[src/rtl/ctrl_pkg_112.sv]
// Shared encodings for the multi-cycle MIPS controller: states, opcodes, funcs and select codes.
// The HALT state exists only when ILLEGAL_TRAP_EN is defined.
package ctrl_pkg_112;

  localparam int unsigned STATE_W  = 4;
  localparam int unsigned OP_W     = 6;
  localparam int unsigned FUNC_W   = 6;
  localparam int unsigned ALUCTR_W = 3;
  localparam int unsigned SRCB_W   = 2;
  localparam int unsigned PCSRC_W  = 2;

  typedef enum logic [STATE_W-1:0] {
    S_IF   = 4'd0,
    S_ID   = 4'd1,
    S_EX_R = 4'd2,
    S_WB_R = 4'd3,
    S_EX_I = 4'd4,
    S_WB_I = 4'd5,
    S_MA   = 4'd6,
    S_MRD  = 4'd7,
    S_MWB  = 4'd8,
    S_MWR  = 4'd9,
    S_BR   = 4'd10,
    S_JMP  = 4'd11
`ifdef ILLEGAL_TRAP_EN
    , S_HALT = 4'd12
`endif
  } state_t;

  localparam logic [OP_W-1:0] OP_RTYPE = 6'b000000;
  localparam logic [OP_W-1:0] OP_ORI   = 6'b001101;
  localparam logic [OP_W-1:0] OP_ADDIU = 6'b001001;
  localparam logic [OP_W-1:0] OP_LW    = 6'b100011;
  localparam logic [OP_W-1:0] OP_SW    = 6'b101011;
  localparam logic [OP_W-1:0] OP_BEQ   = 6'b000100;
  localparam logic [OP_W-1:0] OP_J     = 6'b000010;

  localparam logic [FUNC_W-1:0] FUNC_ADDU = 6'b100001;
  localparam logic [FUNC_W-1:0] FUNC_SUBU = 6'b100011;
  localparam logic [FUNC_W-1:0] FUNC_AND  = 6'b100100;
  localparam logic [FUNC_W-1:0] FUNC_OR   = 6'b100101;
  localparam logic [FUNC_W-1:0] FUNC_SLT  = 6'b101010;

  localparam logic [ALUCTR_W-1:0] ALU_ADD = 3'b000;
  localparam logic [ALUCTR_W-1:0] ALU_SUB = 3'b001;
  localparam logic [ALUCTR_W-1:0] ALU_AND = 3'b010;
  localparam logic [ALUCTR_W-1:0] ALU_OR  = 3'b011;
  localparam logic [ALUCTR_W-1:0] ALU_SLT = 3'b100;

  localparam logic [SRCB_W-1:0] SRCB_REG    = 2'b00;
  localparam logic [SRCB_W-1:0] SRCB_FOUR   = 2'b01;
  localparam logic [SRCB_W-1:0] SRCB_IMM    = 2'b10;
  localparam logic [SRCB_W-1:0] SRCB_IMM_SH = 2'b11;

  localparam logic [PCSRC_W-1:0] PCSRC_ALU    = 2'b00;
  localparam logic [PCSRC_W-1:0] PCSRC_ALUOUT = 2'b01;
  localparam logic [PCSRC_W-1:0] PCSRC_JUMP   = 2'b10;

  // Complete datapath control word driven each cycle.
  typedef struct packed {
    logic                pc_wr;
    logic                pc_wr_cond;
    logic                iord;
    logic                mem_wr;
    logic                ir_wr;
    logic                reg_dst;
    logic                reg_wr;
    logic                mem_to_reg;
    logic                alu_src_a;
    logic [SRCB_W-1:0]   alu_src_b;
    logic [ALUCTR_W-1:0] alu_ctr;
    logic [PCSRC_W-1:0]  pc_src;
    logic                ext_op;
  } ctrl_t;

  // States whose exit retires an instruction.
  function automatic logic is_terminal(input state_t s);
    return (s == S_WB_R) || (s == S_WB_I) || (s == S_MWB) ||
           (s == S_MWR)  || (s == S_BR)   || (s == S_JMP);
  endfunction

endpackage

[src/rtl/alu_dec_112.sv]
// R-type func decoder: maps func to an ALU operation and flags funcs the datapath does not support.
module alu_dec_112
  import ctrl_pkg_112::*;
(
  input  logic [FUNC_W-1:0]   func,
  output logic [ALUCTR_W-1:0] alu_ctr_c,
  output logic                illegal_c
);

  always_comb begin
    alu_ctr_c = ALU_ADD;
    illegal_c = 1'b0;
    case (func)
      FUNC_ADDU: alu_ctr_c = ALU_ADD;
      FUNC_SUBU: alu_ctr_c = ALU_SUB;
      FUNC_AND:  alu_ctr_c = ALU_AND;
      FUNC_OR:   alu_ctr_c = ALU_OR;
      FUNC_SLT:  alu_ctr_c = ALU_SLT;
      default:   illegal_c = 1'b1;
    endcase
  end

endmodule

[src/rtl/multi_cycle_control_112.sv]
// Moore controller for a shared-ALU, unified-memory multi-cycle MIPS datapath, with a retired-instruction counter.
// Define ILLEGAL_TRAP_EN to trap unknown op/func into a sticky HALT state instead of treating them as NOPs.
module multi_cycle_control_112
  import ctrl_pkg_112::*;
#(
  parameter int unsigned CNT_W = 32
) (
  input  logic                clk,
  input  logic                rst,
  input  logic [OP_W-1:0]     op,
  input  logic [FUNC_W-1:0]   func,
  input  logic                Zero,
  output logic                PCWr,
  output logic                PCWrCond,
  output logic                IorD,
  output logic                MemWr,
  output logic                IRWr,
  output logic                RegDst,
  output logic                RegWr,
  output logic                MemtoReg,
  output logic                ALUsrcA,
  output logic [SRCB_W-1:0]   ALUsrcB,
  output logic [ALUCTR_W-1:0] ALUctr,
  output logic [PCSRC_W-1:0]  PCsrc,
  output logic                ExtOp,
  output logic [STATE_W-1:0]  state,
  output logic [CNT_W-1:0]    instr_cnt
);

  state_t              cur_state;
  state_t              next_state;
  ctrl_t               ctrl;
  logic [ALUCTR_W-1:0] dec_ctr;
  logic                dec_illegal;

  // Zero only qualifies PCWrCond inside the datapath; the controller never needs it.
  logic unused_zero;
  assign unused_zero = Zero;

  alu_dec_112 u_alu_dec (
    .func      (func),
    .alu_ctr_c (dec_ctr),
    .illegal_c (dec_illegal)
  );

  always_ff @(posedge clk or posedge rst) begin
    if (rst) cur_state <= S_IF;
    else     cur_state <= next_state;
  end

  // Retire count; terminal states always leave on the next edge, HALT never counts.
  always_ff @(posedge clk or posedge rst) begin
    if (rst)                         instr_cnt <= '0;
    else if (is_terminal(cur_state)) instr_cnt <= instr_cnt + CNT_W'(1);
  end

  always_comb begin
    next_state = cur_state;
    ctrl       = '0;
    case (cur_state)
      S_IF: begin
        ctrl.ir_wr     = 1'b1;
        ctrl.pc_wr     = 1'b1;
        ctrl.alu_src_b = SRCB_FOUR;
        ctrl.alu_ctr   = ALU_ADD;
        ctrl.pc_src    = PCSRC_ALU;
        next_state     = S_ID;
      end
      S_ID: begin
        // Branch target is precomputed here so BR only has to compare.
        ctrl.alu_src_b = SRCB_IMM_SH;
        ctrl.ext_op    = 1'b1;
        ctrl.alu_ctr   = ALU_ADD;
        case (op)
          OP_RTYPE:        next_state = S_EX_R;
          OP_ORI, OP_ADDIU: next_state = S_EX_I;
          OP_LW, OP_SW:    next_state = S_MA;
          OP_BEQ:          next_state = S_BR;
          OP_J:            next_state = S_JMP;
`ifdef ILLEGAL_TRAP_EN
          default:         next_state = S_HALT;
`else
          default:         next_state = S_IF;
`endif
        endcase
      end
      S_EX_R: begin
        ctrl.alu_src_a = 1'b1;
        ctrl.alu_src_b = SRCB_REG;
        ctrl.alu_ctr   = dec_ctr;
`ifdef ILLEGAL_TRAP_EN
        next_state     = dec_illegal ? S_HALT : S_WB_R;
`else
        next_state     = S_WB_R;
`endif
      end
      S_WB_R: begin
        ctrl.reg_dst = 1'b1;
        ctrl.reg_wr  = ~dec_illegal;
        next_state   = S_IF;
      end
      S_EX_I: begin
        ctrl.alu_src_a = 1'b1;
        ctrl.alu_src_b = SRCB_IMM;
        if (op == OP_ORI) begin
          ctrl.ext_op  = 1'b0;
          ctrl.alu_ctr = ALU_OR;
        end else begin
          ctrl.ext_op  = 1'b1;
          ctrl.alu_ctr = ALU_ADD;
        end
        next_state = S_WB_I;
      end
      S_WB_I: begin
        ctrl.reg_wr = 1'b1;
        next_state  = S_IF;
      end
      S_MA: begin
        ctrl.alu_src_a = 1'b1;
        ctrl.alu_src_b = SRCB_IMM;
        ctrl.ext_op    = 1'b1;
        ctrl.alu_ctr   = ALU_ADD;
        next_state     = (op == OP_SW) ? S_MWR : S_MRD;
      end
      S_MRD: begin
        ctrl.iord  = 1'b1;
        next_state = S_MWB;
      end
      S_MWB: begin
        ctrl.mem_to_reg = 1'b1;
        ctrl.reg_wr     = 1'b1;
        next_state      = S_IF;
      end
      S_MWR: begin
        ctrl.iord   = 1'b1;
        ctrl.mem_wr = 1'b1;
        next_state  = S_IF;
      end
      S_BR: begin
        ctrl.alu_src_a  = 1'b1;
        ctrl.alu_src_b  = SRCB_REG;
        ctrl.alu_ctr    = ALU_SUB;
        ctrl.pc_src     = PCSRC_ALUOUT;
        ctrl.pc_wr_cond = 1'b1;
        next_state      = S_IF;
      end
      S_JMP: begin
        ctrl.pc_src = PCSRC_JUMP;
        ctrl.pc_wr  = 1'b1;
        next_state  = S_IF;
      end
`ifdef ILLEGAL_TRAP_EN
      S_HALT: next_state = S_HALT;
`endif
      default: next_state = S_IF;
    endcase

    // Abandon any partial instruction without side effects while reset is held.
    if (rst) begin
      ctrl.pc_wr      = 1'b0;
      ctrl.pc_wr_cond = 1'b0;
      ctrl.ir_wr      = 1'b0;
      ctrl.reg_wr     = 1'b0;
      ctrl.mem_wr     = 1'b0;
    end
  end

  assign PCWr     = ctrl.pc_wr;
  assign PCWrCond = ctrl.pc_wr_cond;
  assign IorD     = ctrl.iord;
  assign MemWr    = ctrl.mem_wr;
  assign IRWr     = ctrl.ir_wr;
  assign RegDst   = ctrl.reg_dst;
  assign RegWr    = ctrl.reg_wr;
  assign MemtoReg = ctrl.mem_to_reg;
  assign ALUsrcA  = ctrl.alu_src_a;
  assign ALUsrcB  = ctrl.alu_src_b;
  assign ALUctr   = ctrl.alu_ctr;
  assign PCsrc    = ctrl.pc_src;
  assign ExtOp    = ctrl.ext_op;
  assign state    = cur_state;

endmodule

[config.mk]
export PLATFORM = sky130hd
export DESIGN_NAME = multi_cycle_control_112
export DESIGN_NICKNAME = d
export VERILOG_FILES = /design/src/rtl/ctrl_pkg_112.sv /design/src/rtl/alu_dec_112.sv /design/src/rtl/multi_cycle_control_112.sv
export SDC_FILE = /design/constraint.sdc
export NUM_CORES = 1
export LEC_CHECK = 0
export ABC_AREA = 0
export CORE_AREA = 3 3 71 73
export CTS_CLUSTER_DIAMETER = 150
export DETAILED_ROUTE_END_ITERATION = 10
export DIE_AREA = 0 0 74 76
export PLACE_DENSITY = 0.78
export SETUP_SLACK_MARGIN = 0.5
export SYNTH_ARGS = -nofsm -noshare
export SYNTH_HDL_FRONTEND = slang
export SYNTH_SLANG_ARGS = --single-unit
[constraint.sdc]
create_clock -name clk -period 1.9 [get_ports clk]
set_clock_uncertainty 0.15 [all_clocks]
set_input_delay 0.285 -clock clk [delete_from_list [all_inputs] [get_ports clk]]
set_output_delay 0.285 -clock clk [all_outputs]
set_load 0.03 [all_outputs]
==> results of run 1 <==
## kinds of logic after synthesis
family                     count (synthesis)  share of synthesized area (%)
AOI/OAI and AO/OA                         26                           9.38
xor gates and xnor gates                  33                           14.1
adders and majority gates                  1                          0.609
buffers and inverters                     19                           4.63
DFF                                       36                           43.9
muxes                                      1                          0.488
and+or+nand+nor                           96                           26.9
## synth_stat cells (all sizes together)
master and instances:
nor4bb 1, nand3b 2, and4 6, xor2 4, o2111ai 1, nor3b 1
nor2 14, nand2 13, a211oi 2, o32ai 1, inv 7, nor2b 3
o21a 2, xnor2 29, dfrtp 36, ha 1, o22ai 3, and3 8
o31ai 1, and2 2, a211o 2, a221oi 1, mux2i 1, clkbuf 5
nor4b 1, nand4 11, o211ai 1, a2111oi 1, or3 1, nor3 6
o31a 1, nand3 16, a21oi 6, o21ai 4, or4 3, nand2b 8
buf 7
## per-stage QoR
step                std cells  setup WS, ns  hold WS [ns]  utilization [%]  TNS (ns)
floorplan                 212       -0.0448         0.239                -    -0.216
global placement          360        -0.447         0.311             72.5     -1.42
detailed placement        360        -0.481         0.324             72.5     -1.72
CTS                       396        -0.273         0.329             85.2     -2.75
## timing repair
item / 4_1_cts
resized for setup: 302
setup buffers: 28
pin swaps: 38
endpoints found under the setup margin: 89
==> flow_metrics.env, run 1 <==
export IMPL_outcome="did not finish"
export IMPL_stop_stage="global routing"
export IMPL_tool_error="[ERROR DPL-0033] detailed placement checks failed during check placement."
export IMPL_numCtsBuffers=5
export IMPL_synth_largest_area_cell="dfrtp_1"
export IMPL_port_buffers=66
export IMPL_routabilityCongestion=0.828
export IMPL_synth_area_leaders="dfrtp_1 (44%), xnor2_1 (12%), nand3_1 (3.9%), nand4_1 (3.4%), nor2_1 (2.6%)"
export IMPL_hold_buffers=0
export IMPL_place_hpwl_um=4050
export IMPL_synth_nets=228
export IMPL_worst_ep_kind="top-level output"
export IMPL_cts_root_buffer="clkbuf_8"
export IMPL_fp_dieW_um=74
export IMPL_grt_antenna_before_repair=1
export IMPL_crit_endpoint="ALUctr[1]"
export IMPL_yosys_area_top_type_share_pct=43.9
export IMPL_grt_max_degree=37
export IMPL_syn_avg_cell_area_um2=9.68
export IMPL_clock_path_buffers=2
export IMPL_synth_area_um2=2050
export IMPL_place_area_um2=3200
export IMPL_synth_seq_area_share_pct=43.9
export IMPL_cts_sinks=36
export IMPL_die_h_um=76
export IMPL_synthCells=212
export IMPL_htree_levels=2
export IMPL_synth_cell_types=46
export IMPL_top_level_ports=68
export IMPL_synth_warnings=0
export IMPL_ys_ff_latch=36
export IMPL_start_util_pct=46.5
export IMPL_rows=24
==> run 2: changes to the inputs <==
--- a/config.mk
+++ b/config.mk
@@ -6,12 +6,10 @@
 export NUM_CORES = 1
 export LEC_CHECK = 0
 export ABC_AREA = 0
-export CORE_AREA = 3 3 71 73
-export CTS_CLUSTER_DIAMETER = 150
+export CORE_AREA = 3 3 76 78
 export DETAILED_ROUTE_END_ITERATION = 10
-export DIE_AREA = 0 0 74 76
-export PLACE_DENSITY = 0.78
-export SETUP_SLACK_MARGIN = 0.5
+export DIE_AREA = 0 0 79 81
+export PLACE_DENSITY_LB_ADDON = 0.15
 export SYNTH_ARGS = -nofsm -noshare
 export SYNTH_HDL_FRONTEND = slang
 export SYNTH_SLANG_ARGS = --single-unit
==> run 2 against run 1 <==
  * The flow now finishes, with violations (setup timing)
  * Synthesized cell count did not move
  * Synthesized area did not move
==> flow_metrics.env, run 2 <==
export IMPL_outcome="finished with violations"
export IMPL_violations="setup timing"
export IMPL_firstDrtPassIters=4
export IMPL_synth_main_ff_cell="dfrtp_1"
export IMPL_syn2layout_area_growth_pct=82.3
export IMPL_fp_dieW_um=79
export IMPL_slowest_stage="dfrtp_2"
export IMPL_cap_viol_max_count=0
export IMPL_hold_viol_final=0
export IMPL_drive_above_1_share_pct=42.9
export IMPL_yosysMostFrequentCell="dfrtp_1"
export IMPL_dp_cells=385
export IMPL_top_level_ports=68
export IMPL_synth_nets=228
export IMPL_core_area_um2=5140
export IMPL_htree_levels=2
export IMPL_synth_area_leaders="dfrtp_1 (44%), xnor2_1 (12%), nand3_1 (3.9%), nand4_1 (3.4%), nor2_1 (2.6%)"
export IMPL_ys_ff_latch=36
export IMPL_routed_wl_um=5820
export IMPL_grt_antenna_before_repair=0
export IMPL_clock_path_buffers=2
export IMPL_fmax_mhz=453
export IMPL_whs_path_depth=1
export IMPL_rr_startpoint="state[2]"
export IMPL_ir_drop_mv=0.758
export IMPL_r2r_cells=7
export IMPL_synth_commonest_cells="dfrtp_1 (36), xnor2_1 (29), nand3_1 (16)"
export IMPL_leakage_nw=1.74
export IMPL_setup_viol=18
export IMPL_worst_pin_slew_ns=0.398
export IMPL_critPathRequiredTime_ns=1.46
export IMPL_synth_seq_area_share_pct=43.9
export IMPL_port_buffers=66
export IMPL_largest_register_ffs=32
export IMPL_fin_area_um2=3740
export IMPL_cpMostUsedCell="buf_6"
export IMPL_finalWorstSetupSlack_ns=-0.310
export IMPL_synth_area_um2=2050
export IMPL_synthArstFlopShare_pct=100
export IMPL_yosys_area_top_type_share_pct=43.9
export IMPL_power_mw=3.13
export IMPL_cts_root_buffer="clkbuf_8"
export IMPL_grt_first_pass_wirelength_um=9260
export IMPL_rows=26
export IMPL_start_util_pct=39.9
export IMPL_crit_chain="buf_12, buf_6, or3_4, a211oi_4, buf_6"
export IMPL_grt_max_degree=37
export IMPL_instances_no_fill=408
export IMPL_slowest_delay_ns=0.49
export IMPL_syn_avg_cell_area_um2=9.68
export IMPL_finalCritPeriodShare_pct=116
export IMPL_hold_slack_ns=0.322
export IMPL_routabilityCongestion=0.800
export IMPL_cts_sinks=36
export IMPL_first_global_vias=2023
export IMPL_power_density_nw_per_um2=836
export IMPL_grt_usage_pct=17.8
export IMPL_numCtsBuffers=5
export IMPL_clk_pin_slew_ns=0.07
export IMPL_maxSlewViolCount=0
export IMPL_critical_path_class="reg2out"
export IMPL_synth_warnings=0
export IMPL_cp_start_kind="flop"
export IMPL_hp_start="instr_cnt[31]"
export IMPL_cp_depth=5
export IMPL_drc=0
export IMPL_fin_crit_ns=2.21
export IMPL_drt_iter0_drc=71
export IMPL_final_common_cell="buf_4"
export IMPL_tritoncts="yes"
export IMPL_synthCells=212
export IMPL_hold_path_class="reg2reg"
export IMPL_synth_largest_area_cell="dfrtp_1"
export IMPL_synth_edff_count=0
export IMPL_final_cell_mix="buf_4 (49), clkdlybuf4s50_1 (31), dfrtp_1 (31), xnor2_1 (28), buf_6 (25)"
export IMPL_worstSkewPairLatency_ns=0.28
export IMPL_antenna_left=0
export IMPL_dieArea_um2=6400
export IMPL_n_antenna_cell=0
export IMPL_finalSetupTns_ns=-2.27
export IMPL_synth_cell_types=46
export IMPL_viasPerCell=5.04
export IMPL_cp_startpoint="state[3]"
export IMPL_slew_headroom_pct=72.7
export IMPL_place_area_um2=3190
export IMPL_place_hpwl_um=3990
export IMPL_worstSetupEndpointType="output pin"
export IMPL_top_register="instr_cnt"
export IMPL_die_h_um=81
export IMPL_crit_arrival_ns=1.77
export IMPL_gr_total_overflow=0
export IMPL_cp_top_family="flip-flops"
export IMPL_crit_buf_inv=3
export IMPL_vias=2058
export IMPL_finalNetCount=353
export IMPL_crit_fanout=7
export IMPL_grt_setup_unrepaired="true"
export IMPL_wl_per_cell_um=14.3
## run 2: worst reg2reg max path, cell delays in order, from the launching register on
cell and delay, ns:
dfrtp_2 0.43, buf_8 0.14, buf_4 0.14, nor3_4 0.19
buf_6 0.13, nand2b_4 0.05, or4_4 0.43, o32ai_2 0.20
## run 2: cell families (layout without fill, tap and decap cells)
family / count (synthesis) / count (layout) / share of synthesized area (%)
simple gates: 96 / 96 / 26.9
flops: 36 / 36 / 43.9
xor+xnor: 33 / 33 / 14.1
compound gates: 26 / 26 / 9.38
buf+inv: 19 / 145 / 4.63
fa+ha+maj: 1 / 1 / 0.609
mux: 1 / 1 / 0.488
## run 2: path summary, 6_finish.rpt
path	end	slack [ns]
max	PCWr	-0.31
min	instr_cnt[31]	0.32
max reg2reg	state[0]	-0.06
min reg2reg	instr_cnt[31]	0.32
max in group asynchronous	instr_cnt[3]	0.99
min in group asynchronous	instr_cnt[31]	0.40
## run 2: layer usage
metal | track usage (%) | vias to the layer above | share of wire [%]
met5 | 0 | - | 0
met1 | 24.5 | 1012 | 45
met2 | 29.8 | 40 | 50
met3 | 3.33 | 4 | 3.6
li1 | - | 1002 | -
met4 | 3.09 | 0 | 0.53
## run 2: stage by stage
| step | setup WS [ns] | utilization [%] |
|---|---|---|
| floorplan | -0.0945 | - |
| global placement | -0.432 | 62.1 |
| detailed placement | -0.449 | 62.1 |
| CTS | -0.264 | 67.6 |
| global route | -0.358 | 72.8 |
| finish | -0.310 | 72.8 |
## run 2: timing repair
| action | in CTS | in global routing |
|---|---|---|
| gates cloned | 0 | 0 |
| resized for setup | 53 | 48 |
| setup buffers | 7 | 9 |
| endpoints found under the setup margin | 39 | 44 |
| pin swaps | 12 | 28 |
| hold buffers | 0 | 0 |
## run 2: final cells by class
type                    instances  area [um^2]
well taps                      70         87.6
clock inverters                 2         35.0
repair buffers                130         1270
flip-flops and latches         36          907
multi-input cells             157         1350
fillers                       406         1400
inverters                       7         28.8
clock buffers                   6         72.6
## run 2: where the power goes
group / leakage, nW / internal, mW / switching [mW]
sequential: 0.485 / 0.832 / 0.0872
clock: 0.0552 / 0.389 / 0.270
combinational: 1.20 / 0.731 / 0.820
total: 1.74 / 1.95 / 1.18
Note: power is estimated with default switching activity, not from simulation.
==> run 3: changes to the inputs <==
--- a/config.mk
+++ b/config.mk
@@ -6,10 +6,12 @@
 export NUM_CORES = 1
 export LEC_CHECK = 0
 export ABC_AREA = 0
-export CORE_AREA = 3 3 76 78
+export CORE_AREA = 3 3 71 73
 export DETAILED_ROUTE_END_ITERATION = 10
-export DIE_AREA = 0 0 79 81
+export DIE_AREA = 0 0 74 76
+export GPL_TIMING_DRIVEN = 0
 export PLACE_DENSITY_LB_ADDON = 0.15
+export SLEW_MARGIN = 15
 export SYNTH_ARGS = -nofsm -noshare
 export SYNTH_HDL_FRONTEND = slang
 export SYNTH_SLANG_ARGS = --single-unit
==> run 3 against run 2 <==
  * The run still ends with setup timing left
  * Hold slack worse by 0.013 ns
  * First-iteration DRC count rose by 13%
  * Fmax down 2.5%
  * Sequential cell count did not move
  * Via count grew 2.0%
  * Cell count is 8.6% lower
  * Clock power shrank 11%
  * Combinational power about the same
  * Worst setup slack worse by 0.056 ns
  * Wire length increased by 18%
  * Critical endpoint is now ALUctr[0]
  * Largest cell class unchanged
==> flow_metrics.env, run 3 (synthesized netlist as in run 2, its figures left out) <==
export IMPL_outcome="finished with violations"
export IMPL_violations="setup timing"
export IMPL_port_buffers=66
export IMPL_cp_top_family="simple AND/OR/NAND/NOR gates"
export IMPL_drive_above_1_share_pct=41.7
export IMPL_slowest_stage="or4_4"
export IMPL_grt_setup_unrepaired="true"
export IMPL_power_frac_clock_pct=19.0
export IMPL_firstDrtPassIters=4
export IMPL_instances_no_fill=373
export IMPL_fin_area_um2=3590
export IMPL_sw_frac_of_total_pct=41.4
export IMPL_tritoncts="yes"
export IMPL_wl_per_cell_um=18.5
export IMPL_ir_drop_mv=1.03
export IMPL_grt_usage_pct=21.9
export IMPL_clock_path_buffers=2
export IMPL_power_mw=3.07
export IMPL_routed_wl_um=6890
export IMPL_n_antenna_cell=0
export IMPL_top_register="instr_cnt"
export IMPL_cp_start_kind="flop"
export IMPL_num_fill_cells=261
export IMPL_slew_headroom_pct=50.0
export IMPL_first_global_vias=1978
export IMPL_antenna_left=0
export IMPL_place_area_um2=2930
export IMPL_cts_root_buffer="clkbuf_8"
export IMPL_dieArea_um2=5620
export IMPL_power_density_nw_per_um2=855
export IMPL_cts_sinks=36
export IMPL_critPathRequiredTime_ns=1.46
export IMPL_fin_crit_ns=2.27
export IMPL_drc=0
export IMPL_largest_register_ffs=32
export IMPL_place_hpwl_um=3740
export IMPL_cp_depth=6
export IMPL_setup_viol=34
export IMPL_leakage_nw=1.65
export IMPL_rows=24
export IMPL_fmax_mhz=441
export IMPL_viasPerCell=5.63
export IMPL_finalCritPeriodShare_pct=119
export IMPL_htree_levels=2
export IMPL_power_switching_mw=1.27
export IMPL_worstSetupEndpointType="output pin"
export IMPL_ff2ff_setup_slack_ns=-0.22
export IMPL_worst_pin_slew_ns=0.748
export IMPL_fp_dieW_um=74
export IMPL_hold_slack_ns=0.309
export IMPL_final_cell_mix="dfrtp_1 (31), xnor2_1 (29), buf_4 (29), clkdlybuf4s50_1 (29), buf_6 (27)"
export IMPL_hold_path_class="in2reg"
export IMPL_p_comb_share_pct=50.3
export IMPL_dp_cells=330
export IMPL_crit_buf_inv=3
export IMPL_gr_total_overflow=0
export IMPL_finalWorstSetupSlack_ns=-0.366
export IMPL_grt_antenna_before_repair=0
export IMPL_maxSlewViolCount=0
export IMPL_hold_viol_final=0
export IMPL_final_common_cell="dfrtp_1"
export IMPL_crit_arrival_ns=1.83
export IMPL_whs_path_depth=2
export IMPL_grt_max_degree=37
export IMPL_clk_pin_slew_ns=0.07
export IMPL_die_h_um=76
export IMPL_p_int_mw=1.80
export IMPL_crit_fanout=4
export IMPL_start_util_pct=46.5
export IMPL_vias=2099
export IMPL_finalNetCount=336
export IMPL_p_seq_share_pct=30.6
export IMPL_crit_chain="buf_12, buf_16, nand2b_4, or4_4, nand3b_1, buf_6"
export IMPL_syn2layout_area_growth_pct=75.0
export IMPL_grt_first_pass_wirelength_um=9680
export IMPL_numCtsBuffers=5
export IMPL_worstSkewPairLatency_ns=0.29
export IMPL_drt_iter0_drc=80
export IMPL_slowest_delay_ns=0.53
export IMPL_routabilityCongestion=0.803
export IMPL_critical_path_class="reg2out"
export IMPL_top_level_ports=68
export IMPL_r2r_cells=10
export IMPL_core_area_um2=4410
export IMPL_finalSetupTns_ns=-5.12
export IMPL_cap_viol_max_count=0
## run 3: cell types whose count changed in the layout (fill, tap and decap cells not counted), moves of 3 or more
cell	previous run	this run
buf_4	49	29
buf_2	0	3
nand2_1	11	8
nand2_2	2	5
## run 3: worst paths after layout
path | start | end
max | state[2] | ALUctr[0]
min | op[2] | state[0]
max reg2reg | state[3] | instr_cnt[19]
min reg2reg | instr_cnt[31] | instr_cnt[31]
max in group asynchronous | rst | state[1]
min in group asynchronous | rst | state[0]
## run 3: worst register-to-register path: stages, from the launching register on
cell and delay, ns:
dfrtp_2 0.42, buf_8 0.15, buf_6 0.11, buf_6 0.10
buf_6 0.11, o21a_1 0.19, nor2_2 0.14, and3_1 0.22
buf_6 0.15, and3_1 0.17, xor2_1 0.14
## run 3: metrics by stage
stage | setup slack (ns) | util [%]
6_report | -0.366 | 81.4
5_1_grt | -0.450 | 81.4
4_1_cts | -0.329 | 74.1
3_5_place_dp | -0.971 | 66.4
3_3_place_gp | -0.946 | 66.4
2_1_floorplan | -0.0945 | -
## run 3: area by class of cell
class | count | area (um^2) | share of cell area, %
inverters | 7 | 30.0 | 0.836
multi-input cells | 157 | 1350 | 37.4
well taps | 52 | 65.1 | 1.81
repair buffers | 103 | 1020 | 28.5
clock inverters | 2 | 13.8 | 0.383
flip-flops and latches | 36 | 907 | 25.2
clock buffers | 6 | 82.6 | 2.30
plain buffers | 10 | 126 | 3.52
## run 3: power groups by stage
stage / Sequential [mW] / Clock (mW) / Combinational, mW
floorplan: 1.05 / 0 / 0.615
global placement: 0.944 / 0 / 1.11
detailed placement: 0.948 / 0 / 1.11
CTS: 0.926 / 0.594 / 1.32
global route: 0.945 / 0.638 / 1.62
finish: 0.940 / 0.585 / 1.55
## run 3: repair_timing
action,4_1_cts,5_1_grt
buffers inserted,14,23
endpoints found under the hold margin,0,0
gates cloned,1,0
gates resized for setup,141,66
hold buffers,0,0
endpoints found under the setup margin,19,47
pin swaps,10,33
## run 3: per-layer routing
layer | up-vias | global-route usage (%) | part of all wire (%)
met5 | - | 0 | 0
met2 | 72 | 35.3 | 51
li1 | 969 | - | -
met4 | 0 | 7.07 | 3.4
met1 | 1037 | 28.4 | 41
met3 | 21 | 5.15 | 5.0
